==> src/rtl/uart_pkg.sv <==
// Shared definitions for the uart_ctrl peripheral: register offsets, STATUS/CTRL
// bit positions, FSM state encoding shared by TX and RX, and divisor clamping.
package uart_pkg;

  localparam logic [2:0] OFF_DATA    = 3'd0;
  localparam logic [2:0] OFF_STATUS  = 3'd1;
  localparam logic [2:0] OFF_CTRL    = 3'd2;
  localparam logic [2:0] OFF_DIVISOR = 3'd3;

  localparam int STAT_RX_VALID  = 0;
  localparam int STAT_TX_BUSY   = 1;
  localparam int STAT_TX_DONE   = 2;
  localparam int STAT_OVERRUN   = 3;
  localparam int STAT_FRAME_ERR = 4;

  localparam int CTRL_RX_IE = 0;
  localparam int CTRL_TX_IE = 1;

  localparam logic [15:0] MIN_DIVISOR = 16'd4;

  typedef enum logic [1:0] {
    S_IDLE,
    S_START,
    S_DATA,
    S_STOP
  } uart_state_e;

  // Divisors below the minimum would make the RX half-bit wait collapse to zero.
  function automatic logic [15:0] clamp_divisor(input logic [15:0] d);
    return (d < MIN_DIVISOR) ? MIN_DIVISOR : d;
  endfunction

endpackage

==> src/rtl/uart_rx.sv <==
// 8N1 receiver: 2-flop synchronizer, falling-edge start detect, mid-bit sampling.
// Emits one-cycle strobes for a delivered byte or a framing error.
module uart_rx
  import uart_pkg::*;
(
  input  logic        clk,
  input  logic        sys_rstn,
  input  logic        rxd_i,
  input  logic [15:0] divisor_i,
  output logic [7:0]  byte_o,
  output logic        byte_valid_o,
  output logic        frame_err_o
);

  logic        sync1_q, sync2_q, prev_q;
  uart_state_e state_q, state_d;
  logic [15:0] cnt_q, cnt_d, div_q, div_d;
  logic [2:0]  bit_q, bit_d;
  logic [7:0]  shift_q, shift_d;
  logic        fall;

  assign fall = prev_q & ~sync2_q;

  always_ff @(posedge clk) begin
    if (!sys_rstn) begin
      sync1_q <= 1'b1;
      sync2_q <= 1'b1;
      prev_q  <= 1'b1;
      state_q <= S_IDLE;
      cnt_q   <= '0;
      div_q   <= MIN_DIVISOR;
      bit_q   <= '0;
      shift_q <= '0;
    end else begin
      // NOTE: non-blocking assignments let every flop sample pre-edge values, so the synchronizer chain shifts correctly.
      sync1_q <= rxd_i;
      sync2_q <= sync1_q;
      prev_q  <= sync2_q;
      state_q <= state_d;
      cnt_q   <= cnt_d;
      div_q   <= div_d;
      bit_q   <= bit_d;
      shift_q <= shift_d;
    end
  end

  always_comb begin
    // NOTE: defaulting every _d to its _q first keeps this block from inferring latches.
    state_d = state_q;
    cnt_d   = cnt_q;
    div_d   = div_q;
    bit_d   = bit_q;
    shift_d = shift_q;
    unique case (state_q)
      S_IDLE: if (fall) begin
        state_d = S_START;
        div_d   = divisor_i;
        cnt_d   = (divisor_i >> 1) - 16'd1;
      end
      S_START: if (cnt_q == '0) begin
        if (sync2_q) begin
          state_d = S_IDLE;
        end else begin
          state_d = S_DATA;
          cnt_d   = div_q - 16'd1;
          bit_d   = '0;
        end
      end else begin
        cnt_d = cnt_q - 16'd1;
      end
      S_DATA: if (cnt_q == '0) begin
        shift_d = {sync2_q, shift_q[7:1]};
        cnt_d   = div_q - 16'd1;
        bit_d   = bit_q + 3'd1;
        if (bit_q == 3'd7) state_d = S_STOP;
      end else begin
        cnt_d = cnt_q - 16'd1;
      end
      S_STOP: if (cnt_q == '0) state_d = S_IDLE;
              else             cnt_d   = cnt_q - 16'd1;
      default: state_d = S_IDLE;
    endcase
  end

  always_comb begin
    byte_valid_o = (state_q == S_STOP) && (cnt_q == '0) &&  sync2_q;
    frame_err_o  = (state_q == S_STOP) && (cnt_q == '0) && !sync2_q;
  end

  assign byte_o = shift_q;

endmodule

==> src/rtl/uart_ctrl.sv <==
// Memory-mapped 8N1 UART: TX FSM, register file, RX holding storage and irq.
// Define UART_RX_FIFO_EN to replace the single RX holding register with a FIFO.
module uart_ctrl
  import uart_pkg::*;
#(
  parameter int DEFAULT_DIVISOR = 2604,
  parameter int RX_FIFO_DEPTH   = 4
) (
  input  logic        clk,
  input  logic        sys_rstn,
  input  logic [2:0]  addr,
  input  logic        write_enable,
  input  logic [31:0] write_data,
  output logic [31:0] read_result,
  output logic        irq,
  input  logic        uart_rxd,
  output logic        uart_txd
);

  logic [15:0] divisor_q;
  logic [1:0]  ctrl_q;
  logic        tx_done_q, overrun_q, frame_err_q;
  logic [7:0]  clr;
  logic        pop, rx_valid, overrun_evt;
  logic [7:0]  rx_head, rx_byte;
  logic [2:0]  rx_count3;
  logic        rx_byte_valid, rx_frame_err;
  logic        unused_bits;

  assign clr         = (write_enable && addr == OFF_STATUS) ? write_data[7:0] : 8'd0;
  assign pop         = clr[STAT_RX_VALID];
  assign unused_bits = ^write_data[31:16];

  // ---------------- TX FSM ----------------
  uart_state_e tx_state_q, tx_state_d;
  logic [15:0] tx_cnt_q, tx_cnt_d, tx_div_q, tx_div_d;
  logic [2:0]  tx_bit_q, tx_bit_d;
  logic [7:0]  tx_shift_q, tx_shift_d;
  logic        tx_busy, tx_start, tx_fin;

  assign tx_busy  = (tx_state_q != S_IDLE);
  assign tx_start = write_enable && (addr == OFF_DATA) && !tx_busy;

  always_ff @(posedge clk) begin
    if (!sys_rstn) begin
      tx_state_q <= S_IDLE;
      tx_cnt_q   <= '0;
      tx_div_q   <= MIN_DIVISOR;
      tx_bit_q   <= '0;
      tx_shift_q <= '0;
    end else begin
      tx_state_q <= tx_state_d;
      tx_cnt_q   <= tx_cnt_d;
      tx_div_q   <= tx_div_d;
      tx_bit_q   <= tx_bit_d;
      tx_shift_q <= tx_shift_d;
    end
  end

  always_comb begin
    tx_state_d = tx_state_q;
    tx_cnt_d   = tx_cnt_q;
    tx_div_d   = tx_div_q;
    tx_bit_d   = tx_bit_q;
    tx_shift_d = tx_shift_q;
    unique case (tx_state_q)
      S_IDLE: if (tx_start) begin
        tx_state_d = S_START;
        tx_div_d   = divisor_q;
        tx_cnt_d   = divisor_q - 16'd1;
        tx_shift_d = write_data[7:0];
      end
      S_START: if (tx_cnt_q == '0) begin
        tx_state_d = S_DATA;
        tx_cnt_d   = tx_div_q - 16'd1;
        tx_bit_d   = '0;
      end else begin
        tx_cnt_d = tx_cnt_q - 16'd1;
      end
      S_DATA: if (tx_cnt_q == '0) begin
        tx_cnt_d = tx_div_q - 16'd1;
        if (tx_bit_q == 3'd7) begin
          tx_state_d = S_STOP;
        end else begin
          tx_bit_d   = tx_bit_q + 3'd1;
          tx_shift_d = {1'b0, tx_shift_q[7:1]};
        end
      end else begin
        tx_cnt_d = tx_cnt_q - 16'd1;
      end
      S_STOP: if (tx_cnt_q == '0) tx_state_d = S_IDLE;
              else                tx_cnt_d   = tx_cnt_q - 16'd1;
      default: tx_state_d = S_IDLE;
    endcase
  end

  always_comb begin
    tx_fin = (tx_state_q == S_STOP) && (tx_cnt_q == '0);
    unique case (tx_state_q)
      S_START: uart_txd = 1'b0;
      S_DATA:  uart_txd = tx_shift_q[0];
      default: uart_txd = 1'b1;
    endcase
  end

  // ---------------- RX ----------------
  uart_rx u_rx (
    .clk          (clk),
    .sys_rstn     (sys_rstn),
    .rxd_i        (uart_rxd),
    .divisor_i    (divisor_q),
    .byte_o       (rx_byte),
    .byte_valid_o (rx_byte_valid),
    .frame_err_o  (rx_frame_err)
  );

`ifdef UART_RX_FIFO_EN
  localparam int PTR_W = $clog2(RX_FIFO_DEPTH);

  logic [7:0]       fifo_mem [RX_FIFO_DEPTH];
  logic [PTR_W-1:0] rd_ptr_q, wr_ptr_q;
  logic [PTR_W:0]   count_q, count_after_pop;
  logic [7:0]       count_wide;
  logic             pop_eff, push_ok;

  // Pop is applied before the push, so a full FIFO popped this cycle still accepts.
  assign pop_eff         = pop && (count_q != '0);
  assign count_after_pop = count_q - (PTR_W+1)'(pop_eff);
  assign push_ok         = rx_byte_valid && (count_after_pop != (PTR_W+1)'(RX_FIFO_DEPTH));
  assign overrun_evt     = rx_byte_valid && !push_ok;

  always_ff @(posedge clk) begin
    if (!sys_rstn) begin
      rd_ptr_q <= '0;
      wr_ptr_q <= '0;
      count_q  <= '0;
    end else begin
      if (pop_eff) rd_ptr_q <= rd_ptr_q + 1'b1;
      if (push_ok) wr_ptr_q <= wr_ptr_q + 1'b1;
      count_q <= count_after_pop + (PTR_W+1)'(push_ok);
    end
  end

  // NOTE: storage array carries no reset; validity is tracked by the pointers and count alone.
  always_ff @(posedge clk) begin
    if (push_ok) fifo_mem[wr_ptr_q] <= rx_byte;
  end

  assign count_wide = 8'(count_q);
  assign rx_valid   = (count_q != '0);
  assign rx_head    = fifo_mem[rd_ptr_q];
  assign rx_count3  = (count_wide > 8'd7) ? 3'd7 : count_wide[2:0];
`else
  logic [7:0] rx_data_q;
  logic       rx_valid_q, rx_keep, unused_cfg;

  assign rx_keep     = rx_valid_q & ~pop;
  assign overrun_evt = rx_byte_valid & rx_keep;
  assign unused_cfg  = (RX_FIFO_DEPTH == 0);

  always_ff @(posedge clk) begin
    if (!sys_rstn) begin
      rx_data_q  <= '0;
      rx_valid_q <= 1'b0;
    end else if (rx_byte_valid && !rx_keep) begin
      rx_data_q  <= rx_byte;
      rx_valid_q <= 1'b1;
    end else begin
      rx_valid_q <= rx_keep;
    end
  end

  assign rx_valid  = rx_valid_q;
  assign rx_head   = rx_data_q;
  assign rx_count3 = 3'd0;
`endif

  // ---------------- Registers ----------------
  always_ff @(posedge clk) begin
    if (!sys_rstn) begin
      divisor_q   <= clamp_divisor(16'(DEFAULT_DIVISOR));
      ctrl_q      <= '0;
      tx_done_q   <= 1'b0;
      overrun_q   <= 1'b0;
      frame_err_q <= 1'b0;
    end else begin
      if (write_enable && addr == OFF_CTRL)    ctrl_q    <= write_data[1:0];
      if (write_enable && addr == OFF_DIVISOR) divisor_q <= clamp_divisor(write_data[15:0]);
      // Hardware set takes priority over a same-cycle write-1-to-clear.
      tx_done_q   <= tx_fin       | (tx_done_q   & ~clr[STAT_TX_DONE]);
      overrun_q   <= overrun_evt  | (overrun_q   & ~clr[STAT_OVERRUN]);
      frame_err_q <= rx_frame_err | (frame_err_q & ~clr[STAT_FRAME_ERR]);
    end
  end

  logic [7:0] status;
  always_comb begin
    status                 = '0;
    status[STAT_RX_VALID]  = rx_valid;
    status[STAT_TX_BUSY]   = tx_busy;
    status[STAT_TX_DONE]   = tx_done_q;
    status[STAT_OVERRUN]   = overrun_q;
    status[STAT_FRAME_ERR] = frame_err_q;
    status[7:5]            = rx_count3;
  end

  always_comb begin
    read_result = '0;
    case (addr)
      OFF_DATA:    read_result = {24'd0, rx_head};
      OFF_STATUS:  read_result = {24'd0, status};
      OFF_CTRL:    read_result = {30'd0, ctrl_q};
      OFF_DIVISOR: read_result = {16'd0, divisor_q};
      default:     read_result = '0;
    endcase
  end

  assign irq = (rx_valid & ctrl_q[CTRL_RX_IE]) | (tx_done_q & ctrl_q[CTRL_TX_IE]);

endmodule

==> config.mk <==
export PLATFORM = sky130hd
export DESIGN_NAME = uart_ctrl
export DESIGN_NICKNAME = d
export VERILOG_FILES = /design/src/rtl/uart_pkg.sv /design/src/rtl/uart_rx.sv /design/src/rtl/uart_ctrl.sv
export SDC_FILE = /design/constraint.sdc
export NUM_CORES = 1
export LEC_CHECK = 0
export ABC_AREA = 1
export CAP_MARGIN = 20
export CORE_UTILIZATION = 31
export DETAILED_ROUTE_END_ITERATION = 8
export MAX_ROUTING_LAYER = met4
export SLEW_MARGIN = 10
export SYNTH_ARGS = -nofsm -noshare
export SYNTH_HDL_FRONTEND = slang
export SYNTH_HIERARCHICAL = 1
export SYNTH_SLANG_ARGS = --single-unit
==> constraint.sdc <==
create_clock -name clk -period 1.94 [get_ports clk]
set_clock_uncertainty 0.1 [all_clocks]
set_input_delay 0.388 -clock clk [delete_from_list [all_inputs] [get_ports clk]]
set_output_delay 0.388 -clock clk [all_outputs]
set_load 0.1 [all_outputs]
==> Yosys cells after proc, flatten, opt, wreduce, memory -nomap -nowiden <==
Cells that the tools add are included.
Widths: inputs -> output; s select.
{ "totals": {"elab_cells": 145, "input_bits": 39, "register_bits": 123, "out_inout_bits": 34} }
{ "classes": {"n_bitwise": 17, "n_lt_le_gt_ge": 1, "muxes": 40, "n_eq_ne": 26, "reduce_logical": 33, "add_sub_neg": 8} }
{ "ops": {"columns": ["cell", "count"], "rows": [
  ["$mux 16", 9],
  ["$pmux 16 s4", 2],
  ["$sub 16x1->16 const B", 5],
  ["$pmux 16 s3", 1],
  ["$logic_not 16->1", 2],
  ["$mux 8", 3],
  ["$mux 2", 11],
  ["$mux 3", 6],
  ["$ne 2x2->1 const B", 9],
  ["$lt 16x3->1 const B", 1],
  ["$pmux 2 s4", 2],
  ["$pmux 8 s2", 1],
  ["$sub 15x1->16 const B", 1],
  ["$pmux 3 s2", 2],
  ["$reduce_and 4->1", 3],
  ["$logic_and 1x1->1", 10],
  ["$ne 2x1->1 const B", 5],
  ["$reduce_and 5->1", 2],
  ["$and 1x1->1", 8],
  ["$eq 2x2->1 const B", 4],
  ["$reduce_and 2->1", 4],
  ["$reduce_bool 2->1", 4],
  ["$add 3x1->3 const B", 2],
  ["$eq 3x2->1 const B", 2],
  ["14 further kinds", 26]
]} }

==> Depth between registers and ports, before layout <==
{ "logic_depth": {"word_depth": 8, "ltp_mapped": 13, "depth_no_buf": 13} }

==> Modules after synthesis <==
The synthesis kept the hierarchy.
{ "modules_own_cells": {"columns": ["mod", "cells_each", "area_each_um2", "n_inst", "seq_area_each_um2"], "rows": [
  ["uart_ctrl", 761, 4964.8, 1, 1501.4],
  ["uart_rx", 588, 3544.6, 1, 960.9]
]} }

==> Least setup slack after synthesis <==
OpenSTA, ideal clock, no wires.
{ "synth_timing": {"path_type": "in2out", "startpoint": "input port addr[0]", "endpoint": "output port read_result[6]", "setup_slack_ps": -1608, "arrival_time_ps": 3060, "stages": 5, "t_required_ps": 1452, "path_buffers": 1, "cell_sequence": "inv_2 nor3_2 inv_2 clkbuf_1 o21ai_0"} }
{ "synth_between": {"elab_chain_cells": 2, "elab_cells_between_ends": 5, "classes_between": "eq/ne: 3; mux: 1; reduce/logical: 1"} }
{ "synth_lines": {"columns": ["element", "line", "rtl"], "rows": [
  ["start: declaration", "uart_ctrl.sv:11", "input logic [2:0] addr,"],
  ["$eq 3x2->1, or another cell as far along", "uart_ctrl.sv:209", "case (addr)"],
  ["$pmux 16 s4 (*)", "uart_ctrl.sv:209", null],
  ["end: declaration", "uart_ctrl.sv:14", "output logic [31:0] read_result,"]
]} }
Every way passes the cells marked *; elsewhere a longest branch is shown, timed or not.

==> Worst setup path after layout <==
{ "layout_timing": {"startpoint": "register divisor_q[1]", "endpoint": "output port read_result[1]"} }
{ "layout_between": {"elab_chain_cells": 1} }
{ "layout_lines": {"columns": ["element", "line", "rtl"], "rows": [
  ["start: declaration", "uart_ctrl.sv:20", "logic [15:0] divisor_q;"],
  ["start signal: assignment", "uart_ctrl.sv:181", "divisor_q <= clamp_divisor(16'(DEFAULT_DIVISOR));"],
  ["start signal: assignment", "uart_ctrl.sv:188", "if (write_enable && addr == OFF_DIVISOR) divisor_q <= clamp_divisor(write_data[15:0]);"],
  ["$pmux 16 s4", "uart_ctrl.sv:209", null]
]} }
No other way between the ends.

==> results_dict.tcl <==
set metrics [dict create \
    status "finished with violations" \
    violations "setup timing" \
    drt_iter0_markers 666 \
    drc 0 \
    power_density_nw_per_um2 1578 \
    vias 8968 \
    critPathMaxFanout 5 \
    worstSetupPathType "flop to output pin" \
    hp-start "addr[0]" \
    fin_setup_tns_ns -0.3449 \
    busiest_layer "met2" \
    cts_tree "yes" \
    path_buf_inv 3 \
    period_needed_ns 2.082 \
    fin_crit_sh_pct 107.3 \
    reg2reg_depth 10 \
    cp_cell_sequence "inv_1 > buf_4 > o22ai_2 > a221o_4 > buf_12" \
    hp-class "input pin to flop" \
    met2_usage_pct 32.05 \
    rows 60 \
    cts_buffer_depth 2 \
    synth.avg_cell_area_sq_um 6.308 \
    drt_wl_total_mm 26.60 \
    placed_cell_area_sq_um 10050 \
    rsz0062_at_grt "true" \
    drv_cap 0 \
    setup_viol 14 \
    hold_viol 0 \
    grt_util_met1_pct 24.28 \
    clk_latency_ns 0.43 \
    fmax_mhz 480.4 \
    ios 73 \
    slowest_stage "a221o_4" \
    clk_pin_slew_ns 0.07 \
    r2r_end "tx_state_q[0]" \
    initial_utilization_pct 31.57 \
    grt_pass1_wl_mm 42.34 \
    cts.sinks 123 \
    path_delay_family "compound AO/OA/AOI/OAI gates" \
    cts_buffers 17 \
    grt_use_total_pct 19.52 \
    startpoint_type "flop" \
    ctsHtreeMaxLevel 4 \
    avgViaCountPerCell 4.901 \
    routabilityCongestion 0.9045 \
    end_kind "output pin" \
    critical-path-max-stage-delay_ns 0.36 \
    use_met3_pct 2.623 \
    synth_seq_cells 123 \
    root_buffer "clkbuf_16" \
    portBuffers 40 \
    worst_slack_ns -0.1417 \
    hold_depth 4 \
    drt-wirelength-per-cell_um 14.53 \
    seq_area_frac_synth_pct 28.94 \
    ir_worst_vdd_mv 1.077 \
    cp.arrival_ns 1.59 \
    hold_path_end "ctrl_q[0]" \
    r2r-start "tx_cnt_q[1]" \
    antenna_found_initial 0 \
    die_x_um 167.7 \
    reg2reg_slack_ns 0.03 \
    nNetsFinal 1534 \
    yosysUniqueCellTypes 50 \
    antenna_left 0 \
    dp_hpwl_mm 20.11 \
    grt_pass1_vias 8351 \
    nFillCells 2761 \
    diodes 0 \
    grt-ovfl-total 0 \
    worstPathRequired_ns 1.45 \
    core_sq_um 26950 \
    grt_max_degree 45 \
    fin_area_sq_um 11050 \
    die_area_sq_um 28120 \
    synthCells 1349 \
    postCtsHoldBufs 0 \
    drt-pass1-iter-count 5 \
    yosysWarnings 6 \
    area_growth_pct 29.89 \
    leakage_nw 4.869 \
    drv_slew 0 \
    die_height_um 167.7 \
    syn_area_sq_um 8509 \
    drive_gt1_share_pct 21.29 \
]
worst max path at each step:
| stage | end | start | slack [ns] | depth (start not counted) |
|---|---|---|---|---|
| 2_1_floorplan | read_result[2] | addr[0] | -0.89 | 5 |
| 3_3_place_gp | read_result[6] | addr[0] | -0.47 | 8 |
| 3_5_place_dp | read_result[5] | addr[0] | -0.49 | 8 |
| 4_1_cts | read_result[1] | tx_state_q[1] | -0.19 | 5 |
| 5_1_grt | read_result[1] | tx_state_q[1] | -0.16 | 5 |
| 6_report | read_result[1] | divisor_q[1] | -0.14 | 5 |
state kept, by name, indices dropped and copies added (netlist names), 2 cells and up, named ones only:
name / cells
tx_state_q: 2
u_rx/div_q: 16
ctrl_q: 2
u_rx/bit_q: 3
rx_data_q: 8
u_rx/cnt_q: 16
tx_cnt_q: 16
tx_shift_q: 8
tx_div_q: 16
tx_bit_q: 3
divisor_q: 16
u_rx/byte_o: 8
placed cells by master (no fill, tap or decap), types with 6 or more instances in the layout:
cell | Yosys | final
a211oi_2 | 8 | 8
a21oi_1 | 117 | 115
buf_12 | 0 | 25
buf_4 | 17 | 92
buf_6 | 7 | 8
clkbuf_16 | 0 | 17
clkdlybuf4s50_1 | 0 | 18
conb_1 | 1 | 16
dfxtp_1 | 123 | 111
dfxtp_2 | 0 | 10
ha_1 | 19 | 13
inv_1 | 124 | 117
inv_2 | 23 | 24
inv_6 | 0 | 7
inv_8 | 0 | 6
nand2_1 | 342 | 338
nand2_2 | 7 | 10
nand3_1 | 98 | 96
nand3_2 | 6 | 7
nor2_1 | 177 | 160
nor2_2 | 12 | 29
nor2_4 | 14 | 17
nor3_1 | 18 | 15
o211ai_1 | 6 | 6
o21ai_0 | 105 | 100
o21ai_1 | 9 | 10
xor2_1 | 24 | 24
metrics by stage:
step	utilization, %	power [mW]	worst slack, ns	hold slack (ns)	std cells
6_report	41.01	17.44	-0.1417	0.2779	1830
3_5_place_dp	37.27	13.43	-0.4908	0.3066	1781
4_1_cts	40.13	16.90	-0.1865	0.2936	1819
2_1_floorplan	-	10.62	-0.8903	0.2925	1364
5_1_grt	41.01	18.80	-0.1643	0.2957	1830
3_3_place_gp	37.27	13.34	-0.4712	0.3074	1781
cell families (layout without fill, tap and decap cells):
family | count (synthesis) | count (layout) | synth area share [%]
AND/OR/NAND/NOR | 705 | 708 | 37.11
XOR/XNOR | 29 | 29 | 2.985
adder cells (fa/ha/maj) | 19 | 19 | 2.794
buffers and inverters | 205 | 327 | 10.75
AO/OA/AOI/OAI | 267 | 267 | 17.38
flip-flops | 123 | 123 | 28.94
other | 1 | 16 | 0.04407
worst reg2reg max path, delay by kind of cell (launching register included):
family                   cells  cell delay, ns
flip-flops                   1            0.32
buffers and inverters        2            0.26
AO/OA/AOI/OAI                3            0.43
AND/OR/NAND/NOR              4            0.53
adder cells (fa/ha/maj)      1            0.16
cells in the mapped netlist (all sizes together):
library cell,count,area share (%)
a211oi,8,1.2
ha,19,2.8
a22oi,2,0.18
nor3,21,1.5
xor2,24,2.5
clkbuf,27,1.4
a221o,2,0.24
o21bai,4,0.35
nor4,2,0.15
o211ai,6,0.53
nand3b,5,0.44
or2,4,0.29
buf,29,2.8
nand4,6,0.51
nor2,205,11
conb,1,0.044
clkinv,2,0.088
nand3,105,6.7
inv,147,6.5
o211a,1,0.12
a21oi,120,7.2
o21ai,116,7.0
nand2,355,16
xnor2,5,0.51
o21a,1,0.088
and2,2,0.15
dfxtp,123,29
a31oi,5,0.37
o22ai,2,0.15
cell type report:
class | count | area, sq um | share of cell area [%]
Sequential cell | 123 | 2482 | 22.46
Tap cell | 341 | 426.7 | 3.860
Inverter | 149 | 586.8 | 5.309
Clock inverter | 15 | 165.2 | 1.494
Timing Repair Buffer | 146 | 1476 | 13.36
Clock buffer | 17 | 425.4 | 3.849
Multi-Input combinational cell | 1039 | 5490 | 49.67
routing by layer:
| metal | routed length (um) | vias to the layer above |
|---|---|---|
| met1 | 12200 | 4091 |
| met4 | 684 | 0 |
| met3 | 1150 | 55 |
| li1 | - | 4593 |
| met2 | 12570 | 229 |
| met5 | 0 | - |
what timing repair did:
action                     CTS  global route
pin swaps                    9            13
setup buffers                6             9
gates cloned                 0             3
setup endpoints to repair   27            80
resized for setup           56            44
power by group:
| group | internal, mW | total, mW | switching, mW |
|---|---|---|---|
| clock | 1.84 | 3.28 | 1.44 |
| sequential | 2.97 | 3.44 | 0.472 |
| combinational | 4.08 | 10.7 | 6.64 |
| total | 8.89 | 17.4 | 8.55 |
(Power assumes the default switching activity.)
